File: src/rtl/decode_stage.sv
// Decode stage: splits a fetched instruction into register addresses, immediate and
// control flags, holding the result in a backpressured output register.
module decode_stage #(
    parameter int unsigned ADDRESS_SIZE     = 32,
    parameter int unsigned REG_ADDRESS_SIZE = 5
) (
    input  logic                        clk,
    input  logic                        reset,
    input  logic                        in_valid,
    output logic                        in_ready,
    input  logic [31:0]                 in_instruction,
    input  logic [ADDRESS_SIZE-1:0]     in_pc,
    input  logic                        flush,
    output logic                        out_valid,
    input  logic                        out_ready,
    output logic [ADDRESS_SIZE-1:0]     out_pc,
    output logic [REG_ADDRESS_SIZE-1:0] addr_r1,
    output logic [REG_ADDRESS_SIZE-1:0] addr_r2,
    output logic [REG_ADDRESS_SIZE-1:0] addr_rd,
    output logic [ADDRESS_SIZE-1:0]     immediate,
    output logic [1:0]                  alu_op,
    output logic                        register_write,
    output logic                        mem_read,
    output logic                        mem_write,
    output logic                        mem_byte,
    output logic                        branch,
    output logic                        jump,
    output logic                        illegal
);

    localparam int unsigned OPCODE_W = 7;
    localparam int unsigned IMM_W    = 15;

    typedef struct packed {
        logic [ADDRESS_SIZE-1:0]     pc;
        logic [REG_ADDRESS_SIZE-1:0] r1;
        logic [REG_ADDRESS_SIZE-1:0] r2;
        logic [REG_ADDRESS_SIZE-1:0] rd;
        logic [ADDRESS_SIZE-1:0]     imm;
        logic [1:0]                  alu_op;
        logic                        register_write;
        logic                        mem_read;
        logic                        mem_write;
        logic                        mem_byte;
        logic                        branch;
        logic                        jump;
        logic                        illegal;
    } decoded_t;

    logic [OPCODE_W-1:0]         opcode;
    logic [REG_ADDRESS_SIZE-1:0] field_a;
    logic [REG_ADDRESS_SIZE-1:0] field_b;
    logic [REG_ADDRESS_SIZE-1:0] field_c;
    logic [ADDRESS_SIZE-1:0]     imm_ext;
    decoded_t                    dec;
    decoded_t                    out_q;
    logic                        valid_q;
    logic                        hazard;

    assign opcode  = in_instruction[31:25];
    assign field_a = REG_ADDRESS_SIZE'(in_instruction[24:20]);
    assign field_b = REG_ADDRESS_SIZE'(in_instruction[19:15]);
    assign field_c = REG_ADDRESS_SIZE'(in_instruction[14:10]);
    assign imm_ext = {{(ADDRESS_SIZE-IMM_W){in_instruction[IMM_W-1]}}, in_instruction[IMM_W-1:0]};

    // Opcode decode; unused address fields and immediate stay zero
    always_comb begin
        dec    = '0;
        dec.pc = in_pc;
        case (opcode)
            7'h00, 7'h01, 7'h02: begin
                dec.rd             = field_a;
                dec.r1             = field_b;
                dec.r2             = field_c;
                dec.alu_op         = opcode[1:0];
                dec.register_write = 1'b1;
            end
            7'h10, 7'h11: begin
                dec.rd             = field_a;
                dec.r1             = field_b;
                dec.imm            = imm_ext;
                dec.mem_read       = 1'b1;
                dec.register_write = 1'b1;
                dec.mem_byte       = ~opcode[0];
            end
            7'h12, 7'h13: begin
                dec.r2        = field_a;
                dec.r1        = field_b;
                dec.imm       = imm_ext;
                dec.mem_write = 1'b1;
                dec.mem_byte  = ~opcode[0];
            end
            7'h30: begin
                dec.r1     = field_b;
                dec.r2     = field_a;
                dec.imm    = imm_ext;
                dec.alu_op = 2'd1;
                dec.branch = 1'b1;
            end
            7'h31: begin
                dec.r1   = field_b;
                dec.imm  = imm_ext;
                dec.jump = 1'b1;
            end
            default: begin
                dec.illegal = 1'b1;
            end
        endcase
        if (dec.rd == '0) begin
            dec.register_write = 1'b0;
        end
    end

    // Unused sources decode to r0 and addr_rd is nonzero here, so only real sources can match
    assign hazard = valid_q && out_q.mem_read && (out_q.rd != '0) &&
                    ((dec.r1 == out_q.rd) || (dec.r2 == out_q.rd));

    assign in_ready = !flush && !hazard && (!valid_q || out_ready);

    // Output register: flush beats load, load beats drain
    always_ff @(posedge clk or negedge reset) begin
        if (!reset) begin
            valid_q <= 1'b0;
            out_q   <= '0;
        end else if (flush) begin
            valid_q <= 1'b0;
        end else if (in_valid && in_ready) begin
            valid_q <= 1'b1;
            out_q   <= dec;
        end else if (valid_q && out_ready) begin
            valid_q <= 1'b0;
        end
    end

    assign out_valid      = valid_q;
    assign out_pc         = out_q.pc;
    assign addr_r1        = out_q.r1;
    assign addr_r2        = out_q.r2;
    assign addr_rd        = out_q.rd;
    assign immediate      = out_q.imm;
    assign alu_op         = out_q.alu_op;
    assign register_write = out_q.register_write;
    assign mem_read       = out_q.mem_read;
    assign mem_write      = out_q.mem_write;
    assign mem_byte       = out_q.mem_byte;
    assign branch         = out_q.branch;
    assign jump           = out_q.jump;
    assign illegal        = out_q.illegal;

endmodule

File: config.mk
export PLATFORM = sky130hd
export DESIGN_NAME = decode_stage
export DESIGN_NICKNAME = d
export VERILOG_FILES = /design/src/rtl/decode_stage.sv
export SDC_FILE = /design/constraint.sdc
export NUM_CORES = 1
export LEC_CHECK = 0
export CORE_MARGIN = 1
export CORE_UTILIZATION = 40
export DETAILED_ROUTE_END_ITERATION = 6
export PLACE_DENSITY = 0.77
export SETUP_SLACK_MARGIN = 0.05
export SLEW_MARGIN = 20
export SYNTH_ARGS = -nofsm -noshare
export SYNTH_HDL_FRONTEND = slang
export SYNTH_SLANG_ARGS = --single-unit
File: constraint.sdc
create_clock -name clk -period 8.3 [get_ports clk]
set_clock_uncertainty 0.15 [all_clocks]
set_input_delay 1.66 -clock clk [delete_from_list [all_inputs] [get_ports clk]]
set_output_delay 1.66 -clock clk [all_outputs]
set_load 0.02 [all_outputs]
==> impl_metrics.toml <==
[die]
die_area_sq_mm = 0.00948
die_width_microns = 97.3
die_y_microns = 97.3
start_util_pct = 41.5
core_sq_mm = 0.00876
row_count = 34
io_pins = 159

[yosys]
synth_area_leaders = "dfrtp_1 (50%), mux2_4 (17%), mux2i_1 (8.0%)"
ys_types = 41
synth_nets = 354
synth_top_area_cell = "dfrtp_1"
ys_dominant_reg_cell = "dfrtp_1"
async_reset_ff_share_pct = 100
synth_cells = 285
netlist_top_cells_count = "dfrtp_1 (72), mux2_4 (41), nand2_1 (30), inv_1 (29), mux2i_1 (29)"
yosysWarnings = 0
synth_top_area_share_pct = 49.6
synthesis.area_sq_mm = 0.00364
synth_edf_count = 0
ys_ff_latch = 72
ys_seq_area_share_pct = 49.6
yosysMostFrequentCell = "dfrtp_1"
syn_avg_cell_area_sq_um = 12.8

[sta]
setup_viol = 0
relSlewSlack_pct = 35.7
period_share_pct = 76.6
finalHoldViolCount = 0
timing.fmax_mhz = 157
rsz0062_at_grt = "false"
worst_pin_slew_ns = 0.964
fin_ws_ns = 1.94
maxSlewViolCount = 0
fin_crit_ns = 6.36
tns_ns = 0

[clock_network]
post_cts_resized = 0
postCtsHoldBufs = 0
cts_tree = "done"
numCtsBuffers = 9
clockRootBuffer = "clkbuf_8"
htreeDepth = 3
cts.sinks = 72
cts_post_setup_buffers_inserted = 0
clkSlewWorstSetupHoldPaths_ns = 0.07
worstSkewPairLatency_ns = 0.34
clockBufferDepth = 2

[layout]
utilization_pct = 60.4
fin_nets = 495
final_area_sq_mm = 0.00529
drive_gt1_share_pct = 15.6
antennaDiodeCount = 0
syn_to_final_growth_pct = 45.5

[global_route]
grt_pass1_wl_mm = 13.8
track_usage_pct = 18.3
grt_start_max_net_pins = 73
grt_pass1_vias = 2680
grt.overflow.total = 0
antenna_found_initial = 0

[placed_design]
io_buffers = 158
hpwl_mm = 6.16
dpl_cell_area_sq_mm = 0.00508
place_congestion = 0.865
post-place-ws_ns = 1.97

[routing]
drtAntennaViolNets = 0
drt-total-wl_mm = 8.48
drtIter0Drc = 54
vias = 2563
via_per_inst = 4.76
wl_per_cell_microns = 15.8
drcViolationCount = 0
dr.pass1.iters = 4

[critical_path]
crit_path_frequent_cell = "clkdlybuf4s50_1"
worst_path_largest_cell_delay_ns = 0.66
path_cells = "clkdlybuf4s50_1 > or4b_1 > o22ai_4 > nand2_1 > a22o_1 > o311a_1 > o21a_1 > clkdlybuf4s50_1"
crit_fanout = 8
critPathSlowestCell = "or4b_1"
cp.required_ns = 6.49
crit_arrival_ns = 4.55
critPathKind = "input pin to output port"
critPathLaunchType = "input pin"
endpoint_kind = "output port"

[power]
p_int_mw = 0.690
power_frac_seq_pct = 42.6
max-vdd-ir-drop_mv = 0.0760
pwr-share-clk_pct = 31.7
finalPower_mw = 0.946
leakagePower_nw = 2.38
p_sw_share_pct = 27.0
switchingPower_mw = 0.255
combPwrFrac_pct = 25.7
p_per_area_mw_per_mm2 = 179

[run]
cap_violations = 0

[run_status]
status = "complete, no violations"

[min_path]
hp-class = "flip-flop to flip-flop"
==> cells by family after synthesis <==
group	synth area share, %
flip-flops	49.6
AND/OR/NAND/NOR	7.19
AO/OA/AOI/OAI	5.23
buffers and inverters	11.0
XOR/XNOR	1.45
multiplexers	25.5
==> power groups by stage <==
stage | Combinational, mW | Sequential, mW | Clock (mW)
6_report | 0.243 | 0.403 | 0.300
4_1_cts | 0.246 | 0.403 | 0.307
2_1_floorplan | 0.0860 | 0.450 | 0
5_1_grt | 0.257 | 0.407 | 0.322
3_5_place_dp | 0.244 | 0.409 | 0
3_3_place_gp | 0.242 | 0.407 | 0
==> per-layer routing <==
metal	global-route usage (%)	share of wire (%)	vias to the layer above
met5	0	0	-
met4	6.11	1.2	0
met3	3.81	6.1	9
met2	30.6	48	101
met1	23.9	45	1238
li1	-	-	1215
==> per-stage QoR <==
| step | std cells | hold WS [ns] |
|---|---|---|
| global route | 538 | 0.381 |
| CTS | 538 | 0.362 |
| detailed placement | 523 | 0.341 |
| global placement | 523 | 0.338 |
| floorplan | 285 | 0.458 |
| finish | 538 | 0.360 |
==> sequential cells by signal, indices dropped and copies added (netlist names) <==
register	cells
out_pc	32
immediate	15
addr_r1	5
addr_r2	5
addr_rd	5
alu_op	2
branch	1
illegal	1
jump	1
mem_byte	1
mem_read	1
mem_write	1
out_valid	1
register_write	1
==> path summary, 6_finish.rpt <==
path | from | depth (start not counted) | end | slack (ns)
max reg2reg | addr_rd[4] | 8 | out_pc[16] | 4.98
max | in_instruction[29] | 8 | in_ready | 1.94
min in group asynchronous | reset | 1 | addr_r1[2] | 1.29
min reg2reg | out_pc[28] | 1 | out_pc[28] | 0.36
min | out_pc[28] | 1 | out_pc[28] | 0.36
max in group asynchronous | reset | 1 | out_pc[28] | 6.11
==> cell type report <==
class,count,area (sq um)
fill,749,3470
sequential,72,1800
timing repair buffer,160,1590
multi-input combinational,154,1440
tap,108,135
clock buffer,10,128
inverter,29,109
clock inverter,5,82.6
==> critical path: cells and delay by family <==
| kind | cells | cell delay (ns) |
|---|---|---|
| buf+inv | 2 | 1.07 |
| compound gates | 4 | 1.05 |
| simple gates | 2 | 0.77 |
==> layout by cell type (no fill, tap or decap), types with 2 or more instances in the layout <==
cell type,n
xnor2_1,4
a22o_1,3
nor2_1,5
buf_4,3
mux2_4,41
o21ai_0,4
nor3_1,5
clkinvlp_4,3
xor2_1,2
bufinv_16,2
inv_1,29
mux2_2,2
a22oi_1,5
mux2i_1,29
clkbuf_8,9
nor3b_1,2
nand2_1,30
dfrtp_1,72
nand2b_1,2
clkdlybuf4s50_1,157
(Power assumes the default switching activity.)
